### src/rtl/dsram_axil_bridge.sv
// Converts single-cycle data-SRAM requests into AXI4-Lite read/write transactions,
// stalling the pipeline until each completes; includes a timeout and a sticky bus error.
module dsram_axil_bridge #(
   parameter int ADDR_W  = 32,
   parameter int TIMEOUT = 255
) (
   input  logic              clk,
   input  logic              rst,
   input  logic              dsram_e,
   input  logic              dsram_we,
   input  logic [63:0]       dsram_addr,
   input  logic [63:0]       dsram_wdata,
   input  logic [7:0]        dsram_sel,
   output logic [63:0]       dsram_rdata,
   output logic              stallreq_mem,
   output logic              bus_err,
   output logic              arvalid,
   input  logic              arready,
   output logic [ADDR_W-1:0] araddr,
   input  logic              rvalid,
   output logic              rready,
   input  logic [63:0]       rdata,
   input  logic [1:0]        rresp,
   output logic              awvalid,
   input  logic              awready,
   output logic [ADDR_W-1:0] awaddr,
   output logic              wvalid,
   input  logic              wready,
   output logic [63:0]       wdata,
   output logic [7:0]        wstrb,
   input  logic              bvalid,
   output logic              bready,
   input  logic [1:0]        bresp
);
   typedef enum logic [2:0] {IDLE, RD_A, RD_D, WR_AW, WR_B, DONE} state_t;

   // Abort fires on the edge that would bring the counter up to TIMEOUT.
   localparam logic [7:0] TMO_LAST = 8'(TIMEOUT - 1);

   state_t              state_reg, state_next;
   logic [7:0]          tmo_cnt_reg, tmo_cnt_next;
   logic [ADDR_W-1:0]   addr_reg, addr_next;
   logic [63:0]         wdata_reg, wdata_next;
   logic [7:0]          sel_reg, sel_next;
   logic [63:0]         dsram_rdata_reg, dsram_rdata_next;
   logic                arvalid_reg, arvalid_next;
   logic                rready_reg, rready_next;
   logic                awvalid_reg, awvalid_next;
   logic                wvalid_reg, wvalid_next;
   logic                bready_reg, bready_next;
   logic                aw_done_reg, aw_done_next;
   logic                w_done_reg, w_done_next;
   logic                bus_err_reg, bus_err_next;
   logic                aw_hs, w_hs, waiting;

   generate
      if (ADDR_W < 64) begin : g_unused_addr
         logic unused_addr_bits;
         assign unused_addr_bits = ^dsram_addr[63:ADDR_W];
      end
   endgenerate

   always_ff @(posedge clk) begin
      if (rst) begin
         state_reg       <= IDLE;
         tmo_cnt_reg     <= '0;
         dsram_rdata_reg <= '0;
         arvalid_reg     <= 1'b0;
         rready_reg      <= 1'b0;
         awvalid_reg     <= 1'b0;
         wvalid_reg      <= 1'b0;
         bready_reg      <= 1'b0;
         aw_done_reg     <= 1'b0;
         w_done_reg      <= 1'b0;
         bus_err_reg     <= 1'b0;
      end else begin
         state_reg       <= state_next;
         tmo_cnt_reg     <= tmo_cnt_next;
         dsram_rdata_reg <= dsram_rdata_next;
         arvalid_reg     <= arvalid_next;
         rready_reg      <= rready_next;
         awvalid_reg     <= awvalid_next;
         wvalid_reg      <= wvalid_next;
         bready_reg      <= bready_next;
         aw_done_reg     <= aw_done_next;
         w_done_reg      <= w_done_next;
         bus_err_reg     <= bus_err_next;
      end
   end

   // Request payload needs no reset; it is only observed while a valid is up.
   always_ff @(posedge clk) begin
      addr_reg  <= addr_next;
      wdata_reg <= wdata_next;
      sel_reg   <= sel_next;
   end

   always_comb begin
      state_next       = state_reg;
      tmo_cnt_next     = tmo_cnt_reg;
      addr_next        = addr_reg;
      wdata_next       = wdata_reg;
      sel_next         = sel_reg;
      dsram_rdata_next = dsram_rdata_reg;
      arvalid_next     = arvalid_reg;
      rready_next      = rready_reg;
      awvalid_next     = awvalid_reg;
      wvalid_next      = wvalid_reg;
      bready_next      = bready_reg;
      aw_done_next     = aw_done_reg;
      w_done_next      = w_done_reg;
      bus_err_next     = bus_err_reg;
      aw_hs            = awvalid_reg && awready;
      w_hs             = wvalid_reg && wready;
      waiting          = (state_reg != IDLE) && (state_reg != DONE);

      case (state_reg)
         IDLE: begin
            if (dsram_e) begin
               addr_next    = dsram_addr[ADDR_W-1:0];
               wdata_next   = dsram_wdata;
               sel_next     = dsram_sel;
               tmo_cnt_next = '0;
               aw_done_next = 1'b0;
               w_done_next  = 1'b0;
               if (dsram_we) begin
                  awvalid_next = 1'b1;
                  wvalid_next  = 1'b1;
                  state_next   = WR_AW;
               end else begin
                  arvalid_next = 1'b1;
                  state_next   = RD_A;
               end
            end
         end
         RD_A: begin
            if (arready) begin
               arvalid_next = 1'b0;
               rready_next  = 1'b1;
               state_next   = RD_D;
            end
         end
         RD_D: begin
            if (rvalid) begin
               dsram_rdata_next = rdata;
               rready_next      = 1'b0;
               if (rresp != 2'b00) bus_err_next = 1'b1;
               state_next       = DONE;
            end
         end
         WR_AW: begin
            if (aw_hs) begin
               awvalid_next = 1'b0;
               aw_done_next = 1'b1;
            end
            if (w_hs) begin
               wvalid_next = 1'b0;
               w_done_next = 1'b1;
            end
            if ((aw_done_reg || aw_hs) && (w_done_reg || w_hs)) begin
               bready_next = 1'b1;
               state_next  = WR_B;
            end
         end
         WR_B: begin
            if (bvalid) begin
               bready_next = 1'b0;
               if (bresp != 2'b00) bus_err_next = 1'b1;
               state_next  = DONE;
            end
         end
         DONE:    state_next = IDLE;
         default: state_next = IDLE;
      endcase

      // Timeout overrides whatever the bus did this cycle.
      if (waiting) begin
         tmo_cnt_next = tmo_cnt_reg + 8'd1;
         if (tmo_cnt_reg >= TMO_LAST) begin
            arvalid_next = 1'b0;
            rready_next  = 1'b0;
            awvalid_next = 1'b0;
            wvalid_next  = 1'b0;
            bready_next  = 1'b0;
            bus_err_next = 1'b1;
            state_next   = DONE;
            if (state_reg == RD_A || state_reg == RD_D) dsram_rdata_next = '0;
         end
      end
   end

   assign stallreq_mem = (state_reg == IDLE && dsram_e) ||
                         (state_reg != IDLE && state_reg != DONE);
   assign dsram_rdata  = dsram_rdata_reg;
   assign bus_err      = bus_err_reg;
   assign arvalid      = arvalid_reg;
   assign araddr       = addr_reg;
   assign rready       = rready_reg;
   assign awvalid      = awvalid_reg;
   assign awaddr       = addr_reg;
   assign wvalid       = wvalid_reg;
   assign wdata        = wdata_reg;
   assign wstrb        = sel_reg;
   assign bready       = bready_reg;
endmodule

### config.mk
export PLATFORM = sky130hd
export DESIGN_NAME = dsram_axil_bridge
export DESIGN_NICKNAME = d
export VERILOG_FILES = /design/src/rtl/dsram_axil_bridge.sv
export SDC_FILE = /design/constraint.sdc
export NUM_CORES = 1
export LEC_CHECK = 0
export ABC_AREA = 0
export BUFFER_PORTS_ARGS = -buffer_cell sky130_fd_sc_hd__buf_2
export CORE_AREA = 2 2 165 167
export DETAILED_ROUTE_END_ITERATION = 10
export DIE_AREA = 0 0 167 169
export SKIP_LAST_GASP = 1
export SLEW_MARGIN = 20
export SYNTH_ARGS = -nofsm -noshare
export SYNTH_HDL_FRONTEND = slang
export SYNTH_SLANG_ARGS = --single-unit
### constraint.sdc
create_clock -name clk -period 3.7 [get_ports clk]
set_clock_uncertainty 0.15 [all_clocks]
set_input_delay 0.555 -clock clk [delete_from_list [all_inputs] [get_ports clk]]
set_output_delay 0.555 -clock clk [all_outputs]
set_load 0.01 [all_outputs]
Word level (Yosys, flattened, before mapping) --
Cells that the tools add are included.
Storage, ports and cells: bits in registers 187, input port bits 213, output and inout bits 207, logic and storage cells 101
Cells by class: $add $sub $neg 1, $lt $le $gt $ge 1, equal/unequal tests 8, mux-type cells 57, reduce and logical (&&, ||, !) cells 20
Operator list (number):
- 64-bit 2-to-1 mux | 5
- 1-bit 2-to-1 mux | 32
- 8-bit 2-to-1 mux | 3
- 3-bit 2-to-1 mux | 7
- 1-bit case mux with 2 select lines | 8
- 3-bit case mux with 5 select lines | 1
- 2-bit nonzero test | 5
- 8-bit by 1-bit adder with 8-bit output, second input constant | 1
- 8-bit greater-or-equal comparator, second input constant | 1
- 3-bit by 2-bit == test with 1-bit output, second input constant | 2
- 2-bit inequality test, second input constant | 3
- 3-bit AND reduction | 2
- 1-bit logical AND | 5
- 1-bit logical OR | 4
- 2-bit AND reduction | 2
- 3-bit by 1-bit == test with 1-bit output, second input constant | 1
- 3-bit == test, second input constant | 1
- 3-bit zero test | 1
- 3-bit inequality test, second input constant | 1
- 3-bit nonzero test | 1
- 2-bit 2-to-1 mux | 1

Logic depth before layout (Yosys ltp) --
Gate-level depths: netlist of the first run.
word-level depth 7, gate-level depth with buffers 7, depth with buffers taken out 6

Least setup slack after synthesis of the first run --
No wires, ideal clock.
kind input to register, start point input port dsram_e, end point register awvalid_reg, in the netlist awvalid, setup time 0.089 ns, arrival time 3.617 ns, required time 3.461 ns, path slack -0.156 ns, cell stages on the path 5, path buffers 1, path through or4b_4 buf_6 inv_1 a21oi_1 a211oi_1
Between the ends: longest elaborated chain between the ends 4
RTL lines:
- from (decl) | RTL line 9 | input logic dsram_e,
- 1-bit 2-to-1 mux (*) | RTL line 119 | if (dsram_e) begin
- 1-bit case mux with 2 select lines (*) | RTL line 117 | case (state_reg)
- 1-bit 2-to-1 mux | RTL line 179 | if (tmo_cnt_reg >= TMO_LAST) begin
- 1-bit 2-to-1 mux (*) | RTL line 177 | if (waiting) begin
- to (signal assigned) | RTL line 82 | awvalid_reg <= awvalid_next;
- to (decl) | RTL line 48 | logic awvalid_reg, awvalid_next;
Mark *: on every way between the ends. The rest lies on a longest branch, timed or not. A chain may end at the register's enable or synchronous reset.

Final worst setup path of the first run --
start point register state_reg[2], end point output port stallreq_mem
Between the ends: longest elaborated chain between the ends 3
RTL lines:
- from (decl) | RTL line 40 | state_t state_reg, state_next;
- from (signal assigned) | RTL line 77 | state_reg <= state_next;
- 3-bit inequality test, or another cell as far along | RTL line 193 | (state_reg != IDLE && state_reg != DONE);
- 1-bit logical AND, on equally long branches | RTL line 193, 192
- 1-bit logical OR (*) | RTL line 192 | assign stallreq_mem = (state_reg == IDLE && dsram_e) ||
- to (decl) | RTL line 15 | output logic stallreq_mem,
Marked as above.

==> results.json, run 1 <==
{
  "dieArea_um2": 28200,
  "start_util": 0.247,
  "clk_latency_ns": 0.43,
  "drc": 0,
  "worst_ep_required_time_ns": 2.99,
  "worstSetupPathType": "reg -> out",
  "post-place-cells": 1205,
  "worstMarginPinSlew_ns": 0.687,
  "leakage_uw": 0.00398,
  "drv_cap": 0,
  "final_max_slew_viol_count": 0,
  "hold_viol_final": 0,
  "grt_pass1_wl_mm": 29.8,
  "seq_area_frac_synth": 0.731,
  "fmax_ghz": 0.366,
  "crit_fanout": 11,
  "slew_headroom": 0.541,
  "startpoint_type": "register",
  "vias": 5240,
  "setup_tns_ns": 0,
  "hpwl_mm": 15.4,
  "synth_edf_count": 104,
  "hold_path.class": "in -> reg",
  "fp.dieW_um": 167,
  "grt_pass1_vias": 5030,
  "powerDensity_nw_per_um2": 551,
  "final-seq-area_um2": 4780,
  "crit_chain": "xor2_4 > nor2_1 > nand2_1 > buf_2",
  "routed_wl_mm": 20.4,
  "yosysTopAreaCell": "edfxtp_1",
  "synth.most_common_cell": "nand2_1",
  "dr.pass1.iters": 4,
  "syn_avg_cell_area_um2": 12.4,
  "final_nets": 1098,
  "period_share": 0.739,
  "finalPower_uw": 5110,
  "slowest_stage": "dfxtp_1",
  "setup_viol": 0,
  "nFillCells": 2703,
  "syn_to_final_growth_pct": 41.6,
  "pre_cts_slack_ns": 1.12,
  "numCtsBuffers": 17,
  "yosys-top-cells-area": "edfxtp_1 (48%), dfxtp_1 (25%), nand2_1 (7.9%)",
  "overflow": 0,
  "ant_nets": 0,
  "period_minus_slack_ns": 2.73,
  "drive_above_1_share": 0.488,
  "final_area_um2": 9270,
  "yosys_register_bits": 187,
  "synth_cells": 526,
  "ios": 420,
  "multiInputGateArea_um2": 1370,
  "hold_buffers": 0,
  "syn_area_um2": 6550,
  "track_usage": 0.139,
  "vdd_ir_drop_max_v": 0.000242,
  "cp-end-kind": "output port",
  "ys_warn_count": 0,
  "synthTopCellsByCount": "nand2_1 (137), edfxtp_1 (104), dfxtp_1 (83)",
  "yosysUniqueCellTypes": 42,
  "cts_tree": "built",
  "rsz0062_at_grt": "false",
  "synthArstFlopShare": 0,
  "die-height_um": 169,
  "setup_slack_ns": 0.967,
  "status": "completed",
  "cp.arrival_ns": 2.03,
  "routedWlPerCell_um": 16.5,
  "avgViaCountPerCell": 4.23,
  "htreeDepth": 4,
  "place_area_um2": 8640,
  "io_buffer_count": 387,
  "clock_sinks": 187,
  "synth_top_area_frac": 0.477,
  "antenna_found_initial": 4,
  "stdcell_count": 1240,
  "std_cell_rows": 60,
  "cts_post_setup_buffers_inserted": 0,
  "critical_path.max_stage_delay_ns": 0.71,
  "drt_iter0_drc": 297,
  "place_congestion": 0.769,
  "clk_path_buf_depth": 2,
  "clockRootBuffer": "clkbuf_16",
  "yosys_most_used_dff": "edfxtp_1",
  "clk_pin_slew_ns": 0.09,
  "syn_nets": 741,
  "fp.coreArea_um2": 26500,
  "ctsResizeCount": 0,
  "grt_max_degree": 38
}
-- worst paths after layout --
| check | end | startpoint | depth (start not counted) | slack [ns] |
|---|---|---|---|---|
| worst max-delay path | stallreq_mem | state_reg[2] | 4 | 0.97 |
| worst min-delay path | wdata[58] | dsram_wdata[58] | 1 | 0.14 |
| worst max register to register | dsram_rdata[37] | state_reg[1] | 5 | 1.19 |
| worst min register to register | dsram_rdata[61] | dsram_rdata[61] | 2 | 0.30 |
-- area by class of cell --
| class | count | share of cell area |
|---|---|---|
| Timing Repair Buffer | 396 | 0.219 |
| Multi-Input combinational cell | 274 | 0.147 |
| Clock buffer | 17 | 0.0459 |
| Antenna cell | 3 | 0.000809 |
| Inverter | 7 | 0.00324 |
| Tap cell | 341 | 0.0460 |
| Sequential cell | 187 | 0.516 |
| Clock inverter | 15 | 0.0219 |
-- critical path: cells and delay by family, from the launching register on --
family | cells | cell delay (ns)
xor gates and xnor gates | 1 | 0.20
buffers and inverters | 1 | 0.18
DFF | 1 | 0.71
and+or+nand+nor | 2 | 0.52
-- cell families (layout without fill, tap and decap cells) --
logic type	count (synthesis)	in the layout	share of synthesized area
DFF	187	187	0.731
and+or+nand+nor	166	166	0.104
AOI/OAI and AO/OA	100	100	0.0883
buffers and inverters	65	435	0.0615
xor gates and xnor gates	4	4	0.00822
adders and majority gates	2	2	0.00382
muxes	2	2	0.00344
other	0	3	0
-- cell usage in the layout (no fill, tap or decap), types with 2 or more instances in the layout --
master / count
nor3_1: 3
a211oi_1: 5
xor2_1: 2
clkbuf_16: 17
or3_1: 2
and3_1: 2
inv_6: 3
inv_8: 5
nand2_1: 137
inv_12: 2
ha_1: 2
mux2_2: 2
buf_4: 7
nor2_1: 11
diode_2: 3
o2111ai_1: 2
o21ai_0: 5
nand3_1: 2
inv_1: 6
edfxtp_1: 104
buf_2: 387
a21oi_1: 72
buf_12: 2
o21a_1: 2
clkinv_8: 3
a31oi_1: 5
dfxtp_1: 83
-- through the flow --
stage,hold slack (ns),util
floorplan,0.286,-
detailed placement,0.293,0.326
global placement,0.289,0.326
finish,0.143,0.350
CTS,0.116,0.350
global route,0.111,0.350
-- power by group --
group	internal, µW	switching [µW]	leakage, µW	total (µW)
clock	997	959	0.000307	1960
combinational	267	413	0.00202	680
sequential	2400	78.8	0.00166	2480
-- per-layer routing --
metal,GRT usage,share of wire,vias up
met3,0.0486,0.076,12
met4,0.0394,0.010,2
met5,0,0.00064,-
li1,-,-,2513
met2,0.227,0.48,224
met1,0.176,0.43,2489
(Power assumes the default switching activity.)
==> run 2, diff against run 1 <==
CORE_AREA = 2 2 162 164   (was 2 2 165 167)
DIE_AREA = 0 0 164 166   (was 0 0 167 169)
clock period = 2.6 ns   (was 3.7 ns; I/O delays follow)
==> results.json, run 2 (synthesized netlist as in run 1, its figures left out) <==
{
  "status": "completed",
  "stdcell_count": 1346,
  "worst_ep_required_time_ns": 2.06,
  "startpoint": "state_reg[0]",
  "routed_wl_mm": 20.9,
  "hpwl_mm": 15.0,
  "final-seq-area_um2": 4780,
  "clk_latency_ns": 0.42,
  "place_area_um2": 8790,
  "nFillCells": 2485,
  "hold_path.class": "in -> reg",
  "ios": 420,
  "dieArea_um2": 27200,
  "setup_viol": 0,
  "setup_slack_ns": 0.202,
  "vias": 5674,
  "drive_above_1_share": 0.442,
  "final_max_slew_viol_count": 0,
  "ant_nets": 0,
  "dr.pass1.iters": 4,
  "start_util": 0.256,
  "crit_path_end": "stallreq_mem",
  "r2r-start": "state_reg[0]",
  "clockPowerShare": 0.363,
  "clock_sinks": 187,
  "powerDensity_nw_per_um2": 706,
  "cp.arrival_ns": 1.86,
  "antenna_found_initial": 0,
  "clk_path_buf_depth": 2,
  "p_sw_frac": 0.275,
  "clockRootBuffer": "clkbuf_16",
  "pre_cts_slack_ns": 0.352,
  "combPwrFrac": 0.160,
  "grt_pass1_wl_mm": 30.8,
  "htreeDepth": 4,
  "power.internal_uw": 5330,
  "rr_worst_depth": 3,
  "io_buffer_count": 387,
  "seqPwrFrac": 0.478,
  "fp.dieW_um": 164,
  "track_usage": 0.148,
  "syn_to_final_growth_pct": 59.3,
  "p_switching_uw": 2030,
  "std_cell_rows": 59,
  "multiInputGateArea_um2": 1370,
  "grt_max_degree": 60,
  "finalPower_uw": 7360,
  "worstMarginPinSlew_ns": 0.589,
  "slew_headroom": 0.606,
  "drv_cap": 0,
  "r2r_slack_ns": 0.38,
  "numCtsBuffers": 17,
  "worstSetupPathType": "reg -> out",
  "hold_ws_ns": 0.0294,
  "crit_fanout": 9,
  "final_area_um2": 10400,
  "clk_pin_slew_ns": 0.08,
  "r2r_end": "wdata[19]",
  "period_share": 0.922,
  "fmax_ghz": 0.417,
  "hold_viol_final": 0,
  "startpoint_type": "register",
  "avgViaCountPerCell": 4.22,
  "grt_pass1_vias": 5536,
  "final_common_cell": "buf_2",
  "rsz0062_at_grt": "false",
  "final_nets": 1213,
  "drt_iter0_drc": 367,
  "period_minus_slack_ns": 2.40,
  "die-height_um": 166,
  "drc": 0,
  "post-place-cells": 1210,
  "routedWlPerCell_um": 15.5,
  "fp.coreArea_um2": 25600,
  "layout_common_cells": "buf_2 (387), nand2_1 (137), edfxtp_1 (104), dlygate4sd3_1 (104), dfxtp_1 (83)",
  "overflow": 0,
  "diodes": 0,
  "cts_tree": "built",
  "cp-end-kind": "output port",
  "leakage_uw": 0.00448,
  "place_congestion": 0.777,
  "vdd_ir_drop_max_v": 0.000335,
  "ctsResizeCount": 0,
  "min_path_cells": 2
}
-- run 2: changes by cell type in the layout (fill, tap and decap cells not counted) --
cell           delta
diode_2           -3
clkinv_4          +1
dlygate4sd3_1   +104
clkbuf_1          +1
inv_12            -2
buf_4             +5
buf_12            +6
clkinv_8          -1
clkinvlp_4        +1
-- run 2: what timing repair did --
| item | CTS | global route |
|---|---|---|
| endpoints found under the setup margin | 0 | 0 |
| setup buffers | 0 | 0 |
| endpoints found under the hold margin | 104 | 0 |
| hold buffers | 104 | 0 |
-- run 2: per-stage QoR --
step,utilization,setup TNS [ns]
global placement,0.343,0
detailed placement,0.343,0
floorplan,-,-18.36
CTS,0.407,0
finish,0.407,0
global route,0.407,0
-- run 2: how the worst min path moves through the flow --
| stage | start | to | slack (ns) |
|---|---|---|---|
| 2_1_floorplan | tmo_cnt_reg[6] | tmo_cnt_reg[6] | 0.29 |
| 3_3_place_gp | dsram_rdata[18] | dsram_rdata[18] | 0.29 |
| 3_5_place_dp | dsram_rdata[4] | dsram_rdata[4] | 0.29 |
| 4_1_cts | awready | awvalid | 0.002 |
| 5_1_grt | awready | awvalid | 0.0008 |
| 6_report | awready | awvalid | 0.03 |
-- run 2: layer usage --
layer | routed length [µm] | track usage | vias to the layer above
met5 | 0 | 0 | -
met4 | 274 | 0.0381 | 0
met3 | 1630 | 0.0447 | 12
met2 | 10500 | 0.261 | 254
met1 | 8510 | 0.173 | 2668
li1 | - | - | 2740
-- run 2: worst max-delay path: stages, from the launching register on --
cell	delay (ns)
dfxtp_1	0.58
xor2_4	0.17
nor2_1	0.32
nand2_1	0.19
buf_2	0.18
-- run 2: final cells by class --
type,instances,area share
repair buffers,511,0.310
clock buffers,18,0.0412
multi-input cells,274,0.131
flip-flops and latches,187,0.459
inverters,7,0.00288
clock inverters,14,0.0163
well taps,335,0.0402
-- run 2: power groups by stage --
stage,logic [µW],clock network (µW),registers (µW)
finish,1170,2670,3520
CTS,1190,2760,3520
floorplan,406,0,3700
global placement,1050,0,3580
global route,1280,2880,3540
detailed placement,1060,0,3580
